--- src/rtl/usrt_pkg.sv ---
// usrt_pkg: shared USRT constants, FSM state type and parity-mode helper.
// RXPARITY_BREAK_EN adds the WAIT_IDLE state used by break detection.
package usrt_pkg;
  localparam int DATA_W = 8;
  localparam logic [1:0] PAR_NONE = 2'b00;
  localparam logic [1:0] PAR_ODD  = 2'b01;
  localparam logic [1:0] PAR_EVEN = 2'b10;
  typedef enum logic [2:0] {
    ST_IDLE,
    ST_DATA,
    ST_PARITY,
`ifdef RXPARITY_BREAK_EN
    ST_STOP,
    ST_WAIT_IDLE
`else
    ST_STOP
`endif
  } rx_state_t;
  function automatic logic par_enabled(input logic [1:0] mode);
    return mode == PAR_ODD || mode == PAR_EVEN;
  endfunction
endpackage

--- src/rtl/rxparity_if.sv ---
// rxparity_if: serial line, parity mode and host valid/ready bundle of the receiver.
interface rxparity_if;
  import usrt_pkg::*;
  logic              i_Rx;
  logic [1:0]        i_Parity;
  logic              i_Ready;
  logic [DATA_W-1:0] o_Data;
  logic              o_Valid;
  logic              o_Parity_Err;
  logic              o_Frame_Err;
  logic              o_Overrun;
  logic              o_Busy;
  logic              o_Break;
  modport master(
    output i_Rx, i_Parity, i_Ready,
    input  o_Data, o_Valid, o_Parity_Err, o_Frame_Err, o_Overrun, o_Busy, o_Break
  );
  modport slave(
    input  i_Rx, i_Parity, i_Ready,
    output o_Data, o_Valid, o_Parity_Err, o_Frame_Err, o_Overrun, o_Busy, o_Break
  );
endinterface

--- src/rtl/parity_calc.sv ---
// parity_calc: expected parity bit for a data byte under the given parity mode.
module parity_calc
  import usrt_pkg::*;
(
  input  logic [DATA_W-1:0] data,
  input  logic [1:0]        mode,
  output logic              par
);
  assign par = mode == PAR_ODD ? ~^data : mode == PAR_EVEN ? ^data : 1'b0;
endmodule

--- src/rtl/rxparity.sv ---
// rxparity: serial frame receiver with parity/stop checking and a one-entry output buffer.
// RXPARITY_BREAK_EN enables break detection (all-zero frame) and the o_Break pulse.
module rxparity
  import usrt_pkg::*;
(
  input logic       i_Pclk,
  input logic       i_Rst_n,
  rxparity_if.slave bus
);
  rx_state_t         state, state_nx;
  logic [2:0]        cnt;
  logic [DATA_W-1:0] shreg;
  logic [1:0]        mode;
  logic              par_bit, par_err, exp_par;
  logic              done, brk;
  logic [DATA_W-1:0] data_q;
  logic              valid_q, pe_q, fe_q, ovr_q, brk_q;

  parity_calc u_par (.data(shreg), .mode(mode), .par(exp_par));

  always_ff @(posedge i_Pclk or negedge i_Rst_n)
    if (!i_Rst_n) state <= ST_IDLE;
    else state <= state_nx;

  always_comb begin
    state_nx = state;
    case (state)
      ST_IDLE:      state_nx = bus.i_Rx ? ST_IDLE : ST_DATA;
      ST_DATA:      state_nx = cnt != 3'd7 ? ST_DATA : par_enabled(mode) ? ST_PARITY : ST_STOP;
      ST_PARITY:    state_nx = ST_STOP;
`ifdef RXPARITY_BREAK_EN
      ST_STOP:      state_nx = brk ? ST_WAIT_IDLE : ST_IDLE;
      ST_WAIT_IDLE: state_nx = bus.i_Rx ? ST_IDLE : ST_WAIT_IDLE;
`else
      ST_STOP:      state_nx = ST_IDLE;
`endif
      default:      state_nx = ST_IDLE;
    endcase
  end

  // A break needs every bit after the start to be 0; par_bit stays 0 in no-parity frames.
  always_comb begin
`ifdef RXPARITY_BREAK_EN
    brk = state == ST_STOP && !bus.i_Rx && shreg == '0 && !par_bit;
`else
    brk = 1'b0;
`endif
    done = state == ST_STOP && !brk;
  end

  always_ff @(posedge i_Pclk or negedge i_Rst_n)
    if (!i_Rst_n) begin
      cnt     <= '0;
      shreg   <= '0;
      mode    <= PAR_NONE;
      par_bit <= 1'b0;
      par_err <= 1'b0;
      data_q  <= '0;
      valid_q <= 1'b0;
      pe_q    <= 1'b0;
      fe_q    <= 1'b0;
      ovr_q   <= 1'b0;
      brk_q   <= 1'b0;
    end else begin
      if (state == ST_IDLE && !bus.i_Rx) begin
        cnt     <= '0;
        mode    <= bus.i_Parity;
        par_bit <= 1'b0;
        par_err <= 1'b0;
      end
      if (state == ST_DATA) begin
        shreg <= {bus.i_Rx, shreg[DATA_W-1:1]};
        cnt   <= cnt + 3'd1;
      end
      if (state == ST_PARITY) begin
        par_bit <= bus.i_Rx;
        par_err <= bus.i_Rx != exp_par;
      end
      ovr_q <= done && valid_q && !bus.i_Ready;
      brk_q <= brk;
      if (done && (!valid_q || bus.i_Ready)) begin
        data_q  <= shreg;
        pe_q    <= par_err;
        fe_q    <= !bus.i_Rx;
        valid_q <= 1'b1;
      end else if (valid_q && bus.i_Ready) valid_q <= 1'b0;
    end

  assign bus.o_Data       = data_q;
  assign bus.o_Valid      = valid_q;
  assign bus.o_Parity_Err = pe_q;
  assign bus.o_Frame_Err  = fe_q;
  assign bus.o_Overrun    = ovr_q;
  assign bus.o_Break      = brk_q;
  assign bus.o_Busy       = state != ST_IDLE;
endmodule
--- src/flat_wrapper.sv ---
// flat-port wrapper written by rule: the top's interface ports become plain ports
module rxparity_flat import usrt_pkg::*;
  (i_Pclk, i_Rst_n, bus_i_Rx, bus_i_Parity, bus_i_Ready, bus_o_Data, bus_o_Valid, bus_o_Parity_Err, bus_o_Frame_Err, bus_o_Overrun, bus_o_Busy, bus_o_Break);
  rxparity_if bus_i ();
  input logic i_Pclk;
  input logic i_Rst_n;
  input wire logic [$bits(bus_i.i_Rx)-1:0] bus_i_Rx;
  input wire logic [$bits(bus_i.i_Parity)-1:0] bus_i_Parity;
  input wire logic [$bits(bus_i.i_Ready)-1:0] bus_i_Ready;
  output wire logic [$bits(bus_i.o_Data)-1:0] bus_o_Data;
  output wire logic [$bits(bus_i.o_Valid)-1:0] bus_o_Valid;
  output wire logic [$bits(bus_i.o_Parity_Err)-1:0] bus_o_Parity_Err;
  output wire logic [$bits(bus_i.o_Frame_Err)-1:0] bus_o_Frame_Err;
  output wire logic [$bits(bus_i.o_Overrun)-1:0] bus_o_Overrun;
  output wire logic [$bits(bus_i.o_Busy)-1:0] bus_o_Busy;
  output wire logic [$bits(bus_i.o_Break)-1:0] bus_o_Break;
  assign bus_i.i_Rx = bus_i_Rx;
  assign bus_i.i_Parity = bus_i_Parity;
  assign bus_i.i_Ready = bus_i_Ready;
  assign bus_o_Data = bus_i.o_Data;
  assign bus_o_Valid = bus_i.o_Valid;
  assign bus_o_Parity_Err = bus_i.o_Parity_Err;
  assign bus_o_Frame_Err = bus_i.o_Frame_Err;
  assign bus_o_Overrun = bus_i.o_Overrun;
  assign bus_o_Busy = bus_i.o_Busy;
  assign bus_o_Break = bus_i.o_Break;
  rxparity u_core (.i_Pclk(i_Pclk), .i_Rst_n(i_Rst_n), .bus(bus_i));
endmodule
--- config.mk ---
export PLATFORM = sky130hd
export DESIGN_NAME = rxparity_flat
export DESIGN_NICKNAME = d
export VERILOG_FILES = /design/src/rtl/usrt_pkg.sv /design/src/rtl/rxparity_if.sv /design/src/rtl/parity_calc.sv /design/src/rtl/rxparity.sv /design/src/flat_wrapper.sv
export SDC_FILE = /design/constraint.sdc
export NUM_CORES = 1
export LEC_CHECK = 0
export BUFFER_PORTS_ARGS = -buffer_cell sky130_fd_sc_hd__buf_2
export CAP_MARGIN = 20
export CORE_MARGIN = 1.5
export CORE_UTILIZATION = 58
export DETAILED_ROUTE_END_ITERATION = 6
export PLACE_DENSITY = 0.82
export SYNTH_ARGS = -nofsm -noshare
export SYNTH_HDL_FRONTEND = slang
export SYNTH_SLANG_ARGS = --single-unit
--- constraint.sdc ---
create_clock -name i_Pclk -period 4.25 [get_ports i_Pclk]
set_input_delay 0.6375 -clock i_Pclk [delete_from_list [all_inputs] [get_ports i_Pclk]]
set_output_delay 0.6375 -clock i_Pclk [all_outputs]
set_load 0.05 [all_outputs]
# After elaboration in Yosys (flattened, before gate mapping)
# Cells that the tools add are included.
# classes
magnitude_cmp	0
div_mod_pow	0
reduce_logical	17
n_shift	0
muxes	12
n_addsub	1
multipliers	0
bitwise	0
n_eq_ne	7
# op_table
cell	count
2-to-1 mux 3 bit	3
case mux 3 bit (3 select lines)	1
2-to-1 mux 1 bit	8
XNOR reduction 8 bit	1
XOR reduction 8 bit	1
== test 3 x 2 -> 1 bit, second input constant	2
nonzero test 2 bit	3
logical AND 1 bit	5
adder 3 x 1 -> 3 bit, second input constant	1
== test 3 x 1 -> 1 bit, second input constant	1
zero test 1 bit	3
zero test 3 bit	1
inequality test 3 bit, second input constant	1
nonzero test 3 bit	1
== test 2 x 1 -> 1 bit, second input constant	1
== test 2 bit, second input constant	1
logical OR 1 bit	2
inequality test 1 bit	1
# totals
memories	0
rom_bits	0
ramBits	0
ff_bits	29
input_bits	6
latchBits	0
wordCells	47

# Longest topological paths before layout
# Gate-level depths: netlist (run 1).
# logic_depth
depth_word	5
ltp_mapped	6

# Hierarchy
# Synthesis (run 1) repeated with hierarchy kept, for this count alone.
# hier_totals
cells_unflattened	89
area_unflattened_um2	1268.7
# by_module_without_submodules
module	instances	cells_each	seq_area_each_um2	area_each_um2
rxparity	1	79	700.7	1184.9
parity_calc	1	10	0.0	83.8

# Worst setup path before layout (run 1)
# OpenSTA, ideal clock, no wires.
# synth_timing
path_kind	input -> register
from	input port bus_i_Ready
to	register u_core.data_q[0], in the netlist u_core.bus.o_Data[0]
arrival_time_ps	1413
n_path_buf	1
path_slack_ps	2712
path_stages	4
setup_time_ps	125
t_required_ps	4125
path_cell_list	nand2b_1 > nor2b_1 > buf_2 > mux2_2
# synth_between
elab_chain_len	2
# synth_rtl
item	line_no	rtl
from (decl)	flat_wrapper.sv:9	input wire logic [$bits(bus_i.i_Ready)-1:0] bus_i_Ready;
logical OR 1 bit	rxparity.sv:81	if (done && (!valid_q || bus.i_Ready)) begin
logical AND 1 bit	rxparity.sv:81	
to (signal assigned)	rxparity.sv:82	data_q <= shreg;
to (decl)	rxparity.sv:16	logic [DATA_W-1:0] data_q;
# No other way between the ends.
# A chain may end at the register's enable or synchronous reset.

# Worst setup path in the final report (run 1)
# layout_timing
from	register u_core.state[1]
to	output port bus_o_Busy
# layout_between
elab_chain_len	1
# layout_rtl
item	line_no	rtl
from (decl)	rxparity.sv:10	rx_state_t state, state_nx;
from (signal assigned)	rxparity.sv:23	else state <= state_nx;
nonzero test 3 bit	rxparity.sv:95	assign bus.o_Busy = state != ST_IDLE;
to (decl)	flat_wrapper.sv:15	output wire logic [$bits(bus_i.o_Busy)-1:0] bus_o_Busy;
# No other way between the ends.

==> results.md, run 1 <==
Yosys:
- The synthesized netlist devotes 13.04% of its cell area to simple gates.
- In this run, synthesis produced a sequential element count of 28.
- Summing the sequential cell areas from Yosys gives 57.97% of the chip area.
- In this run the mean area of a mapped cell was 10.99 sq um.
- The xor/xnor cell area share of the yosys netlist is 5.797%.
- The net count after synthesis is 120.
- The adder-cell share of the synthesized area is 4.141%.
- The cell area that synthesis handed to floorplanning was 1209 sq um.
- The distinct cell type count of the synthesized netlist is 20.
- After synthesis, the largest family of logic cells by area is simple AND/OR/NAND/NOR gates.
- The gate count after technology mapping is 110.
- Summing the areas of all compound-gate instances in the mapped netlist gives 5.383% of the synthesized area.
- The Yosys step of the flow raised 0 warnings.
- The portion of netlist area occupied by mux cells is 10.14%.

Die:
- The row count is 16.
- The floorplan step defined a core boundary enclosing 1962 sq um.
- Measured along the y axis, the die boundary spans 48.65 um.
- The top-level I/O count is 20.
- The floorplan step defined a die boundary enclosing 2367 sq um.
- For this configuration, the core starts out at a cell density of 61.61%.
- The x dimension of the die is 48.65 um.

Timing:
- Measured against its own limit, the worst slew margin works out to 42.79%.
- The share of the clock period used by the worst path after layout is 45.56%.
- The aggregate negative setup slack is 0 ns.
- The final critical-path required period is 1.936 ns.
- The max-slew violation count is 0.
- The smallest hold slack is 0.2969 ns.
- Setup repair after global routing left no endpoint under its margin.
- Setup violations remaining at the end of the flow were counted as 0.
- Derived from the worst setup path, the maximum achievable clock frequency is 516.5 MHz.
- For the pin with the worst max-slew slack, the measured transition is 0.8564 ns.
- The hold violation total from the final report is 0.
- The worst clock skew is 0.002670 ns.

GRT:
- Entering global routing, the biggest net connects 29 pins.
- The overall track demand over capacity in global routing is 19.53%.
- The overflow left after global routing is 0.
- The number of global-route vias before repair is 797.
- In the global route stage, met3 resource usage came out at 4.012%.
- The first global-routing pass estimated 3512 um of wire.
- The number of antenna violations at the first check in global routing is 0.
- The most heavily used metal layer in global routing is met2.
- The routing usage on met1 is 25.42%.
- The global routing usage on met2 is 32.19%.

Setup path:
- Walking the worst path, the cells encountered are or2_2, buf_2.
- For the worst setup path, the data required time is 3.61 ns.
- The nature of the critical path endpoint is an output pin.
- For this design, the slowest cell found on the critical path is dfrtp_1.
- The maximum fanout along the worst path is 5.
- The number of logic stages on the critical path including buffering is 2.
- At the worst endpoint, the arrival time is 1.30 ns.
- The buffers plus inverters on the worst setup path is 1.
- The worst reg2reg path depth is 3.
- The register-to-register path setup slack is 2.47 ns.
- The kind of critical path is reg -> out.
- The largest single stage delay on the critical path is 0.45 ns.
- The end of the worst register-to-register path is u_core.bus.o_Data[1].
- STA classifies the critical path startpoint as a flip-flop.
- The source of the worst register-to-register timing path is u_core.state[0].
- Broken down by cell family, the worst path's largest delay share belongs to flip-flops.

Final layout:
- Relative to the synthesized area, the layout overhead comes to 11.59%.
- The number of inserted diodes is 0.
- The number of nets in the finished design is 139.
- The library cell used most frequently in the layout, excluding fill and tap cells, is nand2_1.
- The library cells used most frequently in the layout, excluding fill and tap cells, are 30 x nand2_1, 28 x dfrtp_1, 18 x buf_2.
- The share of layout cells above drive strength 1 is 25.78%.
- After routing the design area is 1349 sq um.

Clocking:
- The worst-skew pair later-pin latency is 0.32 ns.
- The sink count of the clock tree is 28.
- The maximum root-to-sink buffer count is 2.
- In this run the post-CTS setup repair buffer count came out at 0.
- After clock tree synthesis, the clock-pin slew on the worst setup and hold paths is 0.14 ns.
- The cts-stage hold buffer count is 0.
- After clock tree synthesis, the repair step resized 0 gates.
- The buffer cell driving the clock tree root is clkbuf_4.
- Clock tree synthesis inserted a total of 3 buffers.
- The number of levels in the clock H-tree is 1.
- The TritonCTS clock tree is yes.

Job:
- The number of maximum-capacitance violations is 0.

Routing:
- The total wirelength of the detailed-routed design is 1961 um.
- In the routed design, unresolved DRC markers number 0.
- In the routed layout, each cell is associated on average with a via count of 5.006.
- The per-cell routed wire length is 12.65 um.
- The first-pass detailed-route iteration total is 4.
- Detailed routing inserted a total of 776 vias.
- The residual antenna-violating net count after detailed routing is 0.
- After the first detailed-routing iteration, the DRC count stood at 6.

Placement:
- Buffers placed on the I/O ports in this run total 18.
- The final estimated routing congestion in global placement is 0.7738.
- After legalization and detailed placement, the total HPWL measured 1436 um.
- After detailed placement, the total cell area comes to 1313 sq um.

Outcome:
- The flow ran to the end, and the final reports show no timing, DRC or antenna violations.

Min path:
- The type of the tightest min-delay check is in -> async.
==> cell families after synthesis <==
kind of cell / count (synthesis)
AND/OR/NAND/NOR: 38
flip-flops: 28
AO/OA/AOI/OAI: 11
multiplexers: 11
buffers and inverters: 9
XOR/XNOR: 8
adder cells (fa/ha/maj): 4
other: 1
==> flip-flops by register name, indices dropped and copies added (netlist names) <==
register	cells
u_core.par_err	1
u_core.state	2
u_core.bus.o_Frame_Err	1
u_core.mode	2
u_core.shreg	8
u_core.bus.o_Overrun	1
u_core.cnt	3
u_core.bus.o_Parity_Err	1
u_core.bus.o_Data	8
u_core.bus.o_Valid	1
==> synthesized netlist by cell type <==
| library cell | instances | area share [%] |
|---|---|---|
| nand2_1 | 30 | 9.3 |
| dfrtp_1 | 28 | 58 |
| o21ai_1 | 1 | 0.41 |
| a21o_1 | 1 | 0.62 |
| buf_2 | 1 | 0.41 |
| xor2_1 | 1 | 0.72 |
| inv_1 | 5 | 1.6 |
| nor2_1 | 2 | 0.62 |
| o21ai_0 | 7 | 2.9 |
| mux2_2 | 10 | 9.3 |
| xnor2_1 | 7 | 5.1 |
| or2_2 | 1 | 0.52 |
| nand2b_1 | 2 | 1.0 |
| buf_4 | 1 | 0.62 |
| nor2b_1 | 3 | 1.6 |
| clkbuf_1 | 2 | 0.62 |
| a22o_1 | 2 | 1.4 |
| ha_1 | 4 | 4.1 |
| conb_1 | 1 | 0.31 |
| mux2i_1 | 1 | 0.83 |
==> area by class of cell <==
cell class | instances | area (sq um)
Inverter | 5 | 18.77
Timing Repair Buffer | 18 | 90.09
Multi-Input combinational cell | 73 | 469.2
Tap cell | 27 | 33.78
Sequential cell | 28 | 700.7
Fill cell | 159 | 613.1
Clock buffer | 4 | 36.28
==> per-stage QoR <==
step	utilization, %	worst slack [ns]	std cells
final	68.75	2.314	155
after global routing	68.75	2.248	155
after CTS	68.75	2.310	155
after detailed placement	66.90	2.123	151
after global placement	66.90	2.160	151
after floorplan	-	2.712	110
==> worst max-delay path by stage <==
| stage | from | end |
|---|---|---|
| 3_3_place_gp | bus_i_Ready | u_core.bus.o_Data[7] |
| 3_5_place_dp | bus_i_Ready | u_core.bus.o_Data[1] |
| 2_1_floorplan | bus_i_Ready | u_core.bus.o_Data[0] |
| 4_1_cts | u_core.state[1] | bus_o_Busy |
| 6_report | u_core.state[1] | bus_o_Busy |
| 5_1_grt | u_core.state[1] | bus_o_Busy |
==> metal layers <==
metal	vias to the layer above	routed length [um]	share of wire (%)
met5	-	0	0
met4	0	31	1.6
met3	4	71	3.6
met2	17	960	49
met1	368	896	46
li1	387	-	-
Power of run 1 is left out: the tool's default activity adds up to more than one toggle a clock period on the data nets, which glitch-free logic cannot reach.
==> run 2, diff against run 1 <==
Settings changed: CORE_UTILIZATION 58 to 54, PLACE_DENSITY 0.82 to 0.77.
Clock period 4.25 ns to 1.8 ns, I/O delays scaled along.
==> run 2 against run 1 <==
Non-clock buffer count grew 3. Via count up 3.4%. Highest routed layer unchanged. Clock skew increased by 0.00054 ns. Worst setup slack worse by 2.1 ns. Die area is 6.9% higher.
==> results.md, run 2 (same netlist as run 1, synthesis figures left out) <==
GRT:
- The number of global-route vias before repair came to 780 (-2.1%).
- The wire length of the first global-routing pass is 3353 um (-4.5%).
- The number of antenna violations at the first check in global routing is 0 (unchanged).
- The pin count of the biggest net entering global routing was 29 (unchanged).
- The overflow left after global routing is 0 (unchanged).
- The overall track demand over capacity in global routing is 17.53% (-2.0 points).

Setup path:
- STA classifies the critical path startpoint as a flip-flop.
- The maximum fanout along the worst path was 5 (unchanged).
- The slowest stage of the critical path belongs to the cell dfrtp_1.
- The worst endpoint required time came to 1.53 ns (-2.08 ns).
- The delay of the slowest cell on the worst path is 0.45 ns (about the same).
- The kind of critical path is reg -> out.
- The nature of the critical path endpoint is an output pin.
- Walking the worst path, the cells encountered are or2_2, buf_2.
- The arrival time of data at the critical path endpoint is 1.29 ns (about the same).

Timing:
- The highest clock rate is 640.7 MHz.
- Setup repair after global routing left no endpoint under its margin.
- The aggregate negative setup slack is 0 ns (unchanged).
- The worst clock skew is 0.003215 ns (+0.0005446 ns).
- The max-slew violation count is 0 (unchanged).
- The hold violation total from the final report is 0 (unchanged).
- The final setup violation count came to 0 (unchanged).
- The headroom to the max-slew limit was 59.85% (+17 points).
- The share of the clock period used by the worst path after layout is 86.71%.
- The worst-margin pin slew is 0.6023 ns (-0.2541 ns).
- The routed design could run at a clock period as short as 1.561 ns.

Min path:
- The min-delay analysis places its worst path in the category in -> reg.

Placement:
- The final estimated routing congestion in global placement is 0.7868 (+1.7%).
- The count of input and output buffers was 18 (unchanged).
- The half-perimeter wire length after detailed placement is 1375 um (-4.3%).

Die:
- The die area is 2531 sq um (+6.9%).
- The top-level I/O count was 20 (unchanged).
- The height of the die is 50.31 um (+3.4%).
- The effective utilization at floorplan was 59.19% (-2.4 points).
- The core outline area is 2042 sq um (+4.1%).
- The row count is 16 (unchanged).
- The x dimension of the die is 50.31 um (+3.4%).

Clocking:
- TritonCTS built the clock tree.
- The sink count of the clock tree is 28 (unchanged).
- The post-CTS setup-driven buffer insertion count is 0 (unchanged).
- The number of levels in the clock H-tree is 1 (unchanged).
- The total CTS buffers is 3 (unchanged).
- The maximum root-to-sink buffer count is 2 (unchanged).
- The number of cells upsized or downsized after cts is 0 (unchanged).
- The worst-skew pair later-pin latency is 0.31 ns (about the same).
- The buffer cell driving the clock tree root is clkbuf_4.
- The post-CTS clock slew at the launch and capture registers of the worst setup and hold paths is 0.13 ns (about the same).

Routing:
- The per-cell routed wire length is 12.00 um (-5.2%).
- The iteration-0 DRC count of the detailed router is 9 (+3).
- The residual antenna-violating net count after detailed routing was 0 (unchanged).
- The total wirelength of the detailed-routed design was 1884 um (-3.9%).
- The first-pass detailed-route iteration total is 4 (unchanged).
- The via count of the routed design was 802 (+3.4%).
- The DRC violations left was 0 (unchanged).
- The ratio of routed vias to standard cells is 5.108 (+2.0%).

Final layout:
- The fill cell instance count of the final layout came to 170 (+6.9%).
- The footprint of the multi-input gates is 469.2 sq um (unchanged).
- The number of inserted diodes came to 0 (unchanged).
- The flip-flop and latch area is 700.7 sq um (unchanged).
- The most common cell after layout, fill and taps aside is nand2_1.
- The share of layout cells above drive strength 1 is 26.15% (+0.37 points).
- The number of nets in the finished design is 142 (+2.2%).
- Compared with the post-synthesis result, the final layout area differs by 12.53%.
- In the layout the commonest cells are 30 x nand2_1, 28 x dfrtp_1, 18 x buf_2.

Outcome:
- The flow ran to the end, and the final reports show no timing, DRC or antenna violations.

Job:
- The number of maximum-capacitance violations is 0 (unchanged).
-- run 2: worst max-delay path: cells and delay by family, from the launching register on --
kind / cells / cell delay [ns]
DFF: 1 / 0.45
and+or+nand+nor: 1 / 0.32
buffers and inverters: 1 / 0.22
-- run 2: final timing paths --
| check | from | end | slack, ns | cells after the start |
|---|---|---|---|---|
| setup / recovery | u_core.state[1] | bus_o_Busy | 0.24 | 2 |
| hold / removal | bus_i_Parity[0] | u_core.mode[0] | 0.16 | 3 |
| setup reg to reg | u_core.shreg[7] | u_core.par_err | 0.29 | 6 |
| hold reg to reg | u_core.par_err | u_core.par_err | 0.51 | 2 |
| max in group asynchronous | i_Rst_n | u_core.mode[1] | 0.94 | 2 |
| min in group asynchronous | i_Rst_n | u_core.bus.o_Valid | 0.48 | 2 |
-- run 2: repair_timing --
item	CTS	global route
endpoints found under the setup margin	0	0
hold buffers	1	0
endpoints found under the hold margin	28	0
-- run 2: area by class of cell --
type	count	area share, %
sequential	28	51.52
multi-input combinational	73	34.50
timing repair buffer	21	8.464
tap	27	2.484
clock buffer	3	1.656
inverter	5	1.380
-- run 2: per-stage QoR --
| step | util (%) | area, sq um | worst slack [ns] | std cells | hold slack [ns] |
|---|---|---|---|---|---|
| finish | 66.61 | 1360 | 0.2393 | 157 | 0.1633 |
| global route | 66.61 | 1360 | 0.1625 | 157 | 0.1664 |
| CTS | 66.61 | 1360 | 0.2282 | 157 | 0.1597 |
| detailed placement | 65.01 | 1328 | 0.3038 | 153 | 0.3162 |
| global placement | 65.01 | 1328 | 0.3260 | 153 | 0.3098 |
| floorplan | - | 1209 | 0.2887 | 110 | -0.02559 |
-- run 2: layer usage --
metal  GRT usage [%]  wire length, um  up-vias
met5               0                0        -
li1                -                -      390
met4           6.757               27        0
met3           2.679               86        4
met1           23.79              896      388
met2           28.51              875       20
Power of run 2 is left out for the same reason.
